--- config.mk ---
export PLATFORM = sky130hd
export DESIGN_NAME = seven_segment_scan_controller
export DESIGN_NICKNAME = d
export VERILOG_FILES = /design/src/rtl/seven_segment_scan_controller.sv
export SDC_FILE = /design/constraint.sdc
export NUM_CORES = 1
export LEC_CHECK = 0
export ABC_AREA = 1
export CORE_ASPECT_RATIO = 1.5
export CORE_UTILIZATION = 50
export DETAILED_ROUTE_END_ITERATION = 7
export HOLD_SLACK_MARGIN = 0.05
export PLACE_DENSITY = 0.72
export SLEW_MARGIN = 20
export SYNTH_ARGS = -nofsm -noshare
export SYNTH_HDL_FRONTEND = slang
export SYNTH_SLANG_ARGS = --single-unit
--- constraint.sdc ---
create_clock -name i_clk -period 3.2 [get_ports i_clk]
set_input_delay 0.96 -clock i_clk [delete_from_list [all_inputs] [get_ports i_clk]]
set_output_delay 0.96 -clock i_clk [all_outputs]
set_load 0.01 [all_outputs]
--- src/rtl/seven_segment_scan_controller.sv ---
// seven_segment_scan_controller: multiplexed 7-seg scanner with blanking and tear-free frame loads (option: LEADING_ZERO_BLANK_EN)
module seven_segment_scan_controller #(
  parameter int NUM_DIGITS   = 4,
  parameter int CLK_DIV      = 50000,
  parameter int BLANK_CYCLES = 16
) (
  input  logic                    i_clk,
  input  logic                    i_rst_n,
  input  logic                    i_load,
  input  logic [4*NUM_DIGITS-1:0] i_digits,
  output logic                    o_ready,
  output logic [6:0]              o_seg,
  output logic [NUM_DIGITS-1:0]   o_dig_en,
  output logic                    o_frame_done
);
  localparam int IW = $clog2(NUM_DIGITS);
  localparam int CW = $clog2(CLK_DIV);
  localparam logic [6:0] SEG [16] = '{7'h3F, 7'h06, 7'h5B, 7'h4F, 7'h66, 7'h6D, 7'h7D, 7'h07,
                                      7'h7F, 7'h6F, 7'h00, 7'h00, 7'h00, 7'h00, 7'h00, 7'h00};
  typedef enum logic {BLANK, SHOW} state_t;
  state_t state, state_n;
  logic [CW-1:0] cnt, cnt_n;
  logic [IW-1:0] idx, idx_n;
  logic [4*NUM_DIGITS-1:0] shadow, shadow_n, pending, pending_n;
  logic [NUM_DIGITS-1:0] lz, en_n;
  logic [3:0] nib;
  logic [6:0] seg_n;
  logic slot_end, frame_end, commit, accept, ready_n, done_n;
  // zero digits above the highest nonzero one; digit 0 always shown
  always_comb begin
    lz = '0;
`ifdef LEADING_ZERO_BLANK_EN
    for (int k = NUM_DIGITS - 1, bit z = 1'b1; k > 0; k--) begin
      z = z & (shadow_n[4*k +: 4] == 4'd0);
      lz[k] = z;
    end
`endif
  end
  // next scan position, frame buffers and the output values for that position
  always_comb begin
    slot_end  = cnt == CW'(CLK_DIV - 1);
    frame_end = slot_end && idx == IW'(NUM_DIGITS - 1);
    cnt_n     = slot_end ? '0 : cnt + CW'(1);
    idx_n     = !slot_end ? idx : (idx == IW'(NUM_DIGITS - 1)) ? '0 : idx + IW'(1);
    state_n   = slot_end ? BLANK : (state == BLANK && cnt == CW'(BLANK_CYCLES - 1)) ? SHOW : state;
    commit    = frame_end && !o_ready;
    accept    = i_load && o_ready;
    shadow_n  = commit ? pending : shadow;
    pending_n = accept ? i_digits : pending;
    ready_n   = commit ? 1'b1 : accept ? 1'b0 : o_ready;
    nib       = shadow_n[{idx_n, 2'b00} +: 4];
    seg_n     = (state_n == SHOW && !lz[idx_n]) ? ~SEG[nib] : 7'h7F;
    en_n      = state_n == SHOW ? ~(NUM_DIGITS'(1) << idx_n) : '1;
    done_n    = idx_n == IW'(NUM_DIGITS - 1) && cnt_n == CW'(CLK_DIV - 1);
  end
  // state and registered outputs; reset wins over any pending load
  always_ff @(posedge i_clk) begin
    if (!i_rst_n) begin
      state        <= BLANK;
      cnt          <= '0;
      idx          <= '0;
      shadow       <= '0;
      pending      <= '0;
      o_ready      <= 1'b1;
      o_seg        <= 7'h7F;
      o_dig_en     <= '1;
      o_frame_done <= 1'b0;
    end else begin
      state        <= state_n;
      cnt          <= cnt_n;
      idx          <= idx_n;
      shadow       <= shadow_n;
      pending      <= pending_n;
      o_ready      <= ready_n;
      o_seg        <= seg_n;
      o_dig_en     <= en_n;
      o_frame_done <= done_n;
    end
  end
endmodule

## Word-level counts from Yosys, hierarchy flattened

Memories as Yosys holds them, arrays and structs flattened.
Cells that the tools add are included.

- Bits in registers: 64
- Bits in read-only memories: 112
- Input bits: 19
- Output and inout port bits: 13
- Word-level logic and storage cells: 47
- Memories: 1

- $add $sub $neg: 2
- Magnitude comparators: 2
- Equality and inequality tests: 5
- Shift-type cells: 2
- Multiplexer cells: 10
- Bitwise operators: 5
- Reduce and logical (&&, ||, !) cells: 11

Memory list:

| memory | depth | bits a word | rd ports | clocked after Yosys merged registers in | wr ports | line | RTL |
|---|---|---|---|---|---|---|---|
| (no name shown) | 16 | 7 | 1 | 0 | 0 | 52 | `seg_n = (state_n == SHOW && !lz[idx_n]) ? ~SEG[nib] : 7'h7F;` |

Operators with widths:

| kind | number |
|---|---|
| == test 16 bit, second input constant | 2 |
| 2-to-1 mux 16 bit | 2 |
| adder 16 x 1 -> 16 bit, second input constant | 1 |
| == test 16 x 4 -> 1 bit, second input constant | 1 |
| indexed part select 16 x 5 -> 4 bit | 1 |
| 2-to-1 mux 7 bit | 2 |
| NOT 7 bit | 1 |
| logical AND 1 bit | 6 |
| >= comparator 5 bit, second input constant | 1 |
| NOT 4 -> 5 bit | 1 |
| == test 2 bit, second input constant | 2 |
| 2-to-1 mux 2 bit | 2 |
| NOT 4 bit | 1 |
| AND reduction 2 bit | 2 |
| << shifter 1 x 2 -> 4 bit, first input constant | 1 |
| less-than comparator 2 x 3 -> 1 bit, second input constant | 1 |
| 2-to-1 mux 1 bit | 3 |
| adder 2 x 1 -> 2 bit, second input constant | 1 |
| binary-select mux 1 bit (select 2 bit) | 1 |
| zero test 1 bit | 2 |
| NOT 1 bit | 2 |
| OR reduction 2 bit | 1 |

## Logic depth before layout (Yosys ltp)

- Depth in word-level cells: 10
- Gate-level depth with buffers: 18
- Mapped depth without buffers: 18

## Worst setup path before layout

Ideal clock, no wire load.

- Path type: flip-flop to flip-flop
- From: reg cnt[0]
- To: reg o_seg[0]
- Library setup time: 122 ps
- Arrival time: 2171 ps
- Required time: 3078 ps
- Slack: 907 ps
- Cell stages (with the launch flop): 16
- Path buffers: 1
- Clock period less this slack: 2293 ps
- Cells stage by stage: dfxtp_1 -> ha_1 -> nand3_1 -> nor2_2 -> nand3_4 -> buf_6 -> nand2_1 -> nand2_1 -> nand2_1 -> nand2_1 -> nor2_2 -> inv_1 -> ha_1 -> nand3b_1 -> nand3_1 -> nand3_1

- Longest elaborated chain between the ends: 10
- Elaborated cells on any way between the ends: 20
- Those cells by class: 2 x eq/ne; 1 x shift; 8 x mux; 2 x bitwise; 6 x reduce/logical; 1 x memory

Ends and longest elaborated chain:

| what | line | RTL |
|---|---|---|
| start: declaration | 22 | `logic [CW-1:0] cnt, cnt_n;` |
| start signal: assignment | 70 | `cnt <= cnt_n;` |
| == test 16 bit | 41 | `slot_end = cnt == CW'(CLK_DIV - 1);` |
| logical AND 1 bit | 42 | `frame_end = slot_end && idx == IW'(NUM_DIGITS - 1);` |
| logical AND 1 bit | 46 | `commit = frame_end && !o_ready;` |
| 2-to-1 mux 16 bit | 48 | `shadow_n = commit ? pending : shadow;` |
| indexed part select 16 x 5 -> 4 bit | 51 | `nib = shadow_n[{idx_n, 2'b00} +: 4];` |
| NOT 4 -> 5 bit (implied by the code) | 52 |  |
| memory (16 x 7 bit) | - |  |
| 2-to-1 mux 7 bit (implied by the code) (2 in series) | 52 |  |
| NOT 7 bit | 52 |  |
| end signal: assignment | 75 | `o_seg <= seg_n;` |
| end: declaration | 12 | `output logic [6:0] o_seg,` |

Parallel ways exist; a longest one is shown, timed or not. The select of a mux whose other input is x is not followed.
A chain may end at the register's enable or synchronous reset.

## Worst setup path after layout

- From: reg cnt[0]
- To: reg o_seg[3]

The elaborated chain is that of the path after synthesis.

==> results by group <==
Run status
  • Status: finished clean

Run
  • Max Cap Viol: 0

Die
  • Die Footprint: about 0.0064 mm²
  • Number of placement rows: 34
  • Core area: between 0.005 and 0.006 mm²
  • Die height: slightly below 100 µm
  • Initial Utilization: between 50% and 60%
  • Ports: 32
  • Die width: approximately 66 µm

GRT
  • Total gr overflow: 0
  • Antenna violations before repair: 0
  • Number of global-route vias before repair: between 2k and 3k
  • GRT Total Usage: between 20% and 30%
  • Largest net degree at the start of global routing: 20
  • First-pass GRT wire length: approximately 11000 µm

Yosys
  • Synth Cell Area: 0.00303 mm²
  • Mean Syn Cell Area: ~7 µm²
  • Post-synthesis register bit count: between 60 and 70
  • Warnings from Yosys: 0
  • Synth Instances: between 400 and 500
  • Synth cell types: 31
  • Net Count, Synth: between 400 and 500
  • Sequential area share after synthesis: between 40% and 50%

Placed design
  • Final Wtd Congestion: 0.881
  • Cell total after placement: around 530
  • # port buffers: 31
  • DP Wirelength: roughly 4800 µm

Final layout
  • Area delta synth->final: 20.0%
  • # diodes: 0
  • Commonest non-fill, non-tap cells in the layout: nand2_1, nor2_1, dfxtp_1
  • Nets: slightly below 500
  • Commonest non-fill, non-tap cell in the layout: nand2_1
  • Layout Cells excl Fill: 541
  • Layout cells sized above 1: ~13%

Critical path
  • Reg2reg setup slack: approximately 0.67 ns
  • CP endpoint kind: flip-flop
  • Startpoint Class: flip-flop
  • Data required time at the worst endpoint: between 3 and 4 ns
  • Kind of critical path: reg -> reg
  • CP max FO: 19
  • Reg2Reg Launch Point: cnt[0]
  • Capturing point of the worst reg2reg path: o_seg[3]
  • Worst R2R Path Depth: 14
  • Worst path arrival time: between 2 and 3 ns

STA
  • Max frequency: just under 400 MHz
  • Slew Viols, Final: 0
  • RSZ-0062 raised after global routing: false
  • Slew margin rel.: between 60% and 70%
  • Setup_tns: 0 ns
  • Worst-case clock skew: between 0.01 and 0.015 ns
  • Final Setup Violations: 0
  • Final Hold Viols: 0
  • Fin crit share: around four fifths
  • Post-route minimum period: approximately 2.5 ns
  • Worst-Margin Slew: ~0.55 ns

Power
  • VDD IR max: 0.000312 V
  • Pwr dens: 445 mW/mm²
  • Leak pwr: approximately 1.6 nW

Clock network
  • Post-CTS Hold Fix Bufs: 0
  • CTS clk-pin slew, worst paths: ~0.070 ns
  • Postcts setup bufs: 0
  • CTS H-tree lvls: 3
  • CTS root buffer: clkbuf_8
  • CTS Sinks: 64
  • CTS buffer count: 9
  • Longest Clk Path Bufs: 2
  • Clock latency on the worst-skew pair: roughly 0.35 ns
  • Post-cts repair resize count: 0
  • CTS tree: done

Drt
  • DR vias/cell: about 5
  • DRT Pass-1 Iters: 4
  • Routed Antenna Nets: 0
  • WL per Instance: ~11 µm
  • Via count: between 2k and 3k
  • Final WL: a little over 6000 µm
  • # DRC: 0
  • 1st-iter DRT viols: 120

Hold path
  • Worst min-delay path class: reg -> reg
  • Launch point of the worst hold path: shadow[13]
  • Hold endpoint: shadow[13]
  • Worst Hold Depth: 2
## worst max path at each step
stage | startpoint | endpoint | cells past startpoint
after floorplan | cnt[0] | o_seg[0] | 15
after global placement | cnt[0] | o_seg[0] | 14
after detailed placement | cnt[0] | o_seg[0] | 14
after CTS | cnt[0] | o_seg[0] | 14
after global routing | cnt[0] | o_seg[3] | 14
final | cnt[0] | o_seg[3] | 14
## worst max-delay path, stage by stage, from the launching register on
cell      delay, ns
dfxtp_1        0.39
ha_1           0.20
nand3_1        0.21
nor2_2         0.24
nand3_4        0.23
nand2_1        0.15
nand2_1        0.06
nand2_1        0.06
nand2_1        0.06
nor2_2         0.21
inv_1          0.09
ha_1           0.19
nand3b_1       0.17
nand3_1        0.10
nand3_1        0.06
## sequential cells by signal, summed over array words and instances, names as in the netlist
name          flops
o_dig_en          4
o_ready           1
o_seg             7
pending          16
o_frame_done      1
shadow           16
cnt              16
state             1
idx               2
## power by group
group | switching, W | leakage [nW] | total, W | internal [W]
registers | 0.0000119 | 0.521 | 0.000829 | 0.000817
logic | 0.0000386 | 0.972 | 0.0000784 | 0.0000398
clock network | 0.000324 | 0.0989 | 0.000707 | 0.000383
total | 0.000374 | 1.59 | 0.00161 | 0.00124
## per-stage QoR
stage	hold WS, ns	util [%]	worst slack, ns	area, µm²	total power [W]
after floorplan	0.430	-	0.907	3030	0.000887
after global placement	0.455	58.8	0.729	3430	0.000925
final	0.470	62.3	0.670	3630	0.00161
after detailed placement	0.463	58.8	0.669	3430	0.000927
after CTS	0.473	62.3	0.659	3630	0.00163
after global routing	0.496	62.3	0.416	3630	0.00168
## kinds of logic (layout without fill, tap and decap cells)
kind of cell,count (synthesis),in the layout,synth area share [%]
simple gates,268,268,40.4
flops,64,64,42.3
compound gates,43,43,7.98
buf+inv,39,83,5.25
fa+ha+maj,7,7,2.89
xor+xnor,4,4,1.16
## Yosys cell counts
master | instances | share of area (%)
nand2_1 | 124 | 15
nor2_1 | 66 | 8.2
dfxtp_1 | 64 | 42
nand3_1 | 30 | 5.0
inv_1 | 23 | 2.9
a21oi_1 | 20 | 3.3
o21ai_0 | 17 | 2.8
nand2_2 | 11 | 2.3
nand4_1 | 11 | 2.3
nor2_2 | 9 | 1.9
ha_1 | 7 | 2.9
clkbuf_1 | 6 | 0.74
inv_2 | 6 | 0.74
nor2_4 | 5 | 1.9
nor3_1 | 5 | 0.83
nand2_4 | 3 | 1.1
o21bai_1 | 2 | 0.50
xnor2_1 | 2 | 0.58
xor2_1 | 2 | 0.58
a21boi_1 | 1 | 0.25
a41oi_1 | 1 | 0.29
buf_2 | 1 | 0.17
buf_4 | 1 | 0.25
buf_6 | 1 | 0.37
clkinv_1 | 1 | 0.12
nand3_4 | 1 | 0.58
nand3b_1 | 1 | 0.25
nor2_8 | 1 | 0.66
nor4_1 | 1 | 0.21
o21ai_2 | 1 | 0.29
o21ai_4 | 1 | 0.54
## layer usage
metal,vias up,global-route usage [%],wire length [µm]
met5,-,0,0
met4,0,13.0,226
met3,17,4.23,205
met2,61,40.0,3240
met1,1188,23.0,2510
li1,1439,-,-
## layout make-up
class | instances | area, µm²
Inverter | 30 | 113
Clock inverter | 6 | 67.6
Clock buffer | 10 | 138
Fill cell | 533 | 2200
Multi-Input combinational cell | 322 | 1590
Tap cell | 72 | 90.1
Sequential cell | 64 | 1280
Timing Repair Buffer | 37 | 355
Note: power is estimated with default switching activity, not from simulation.
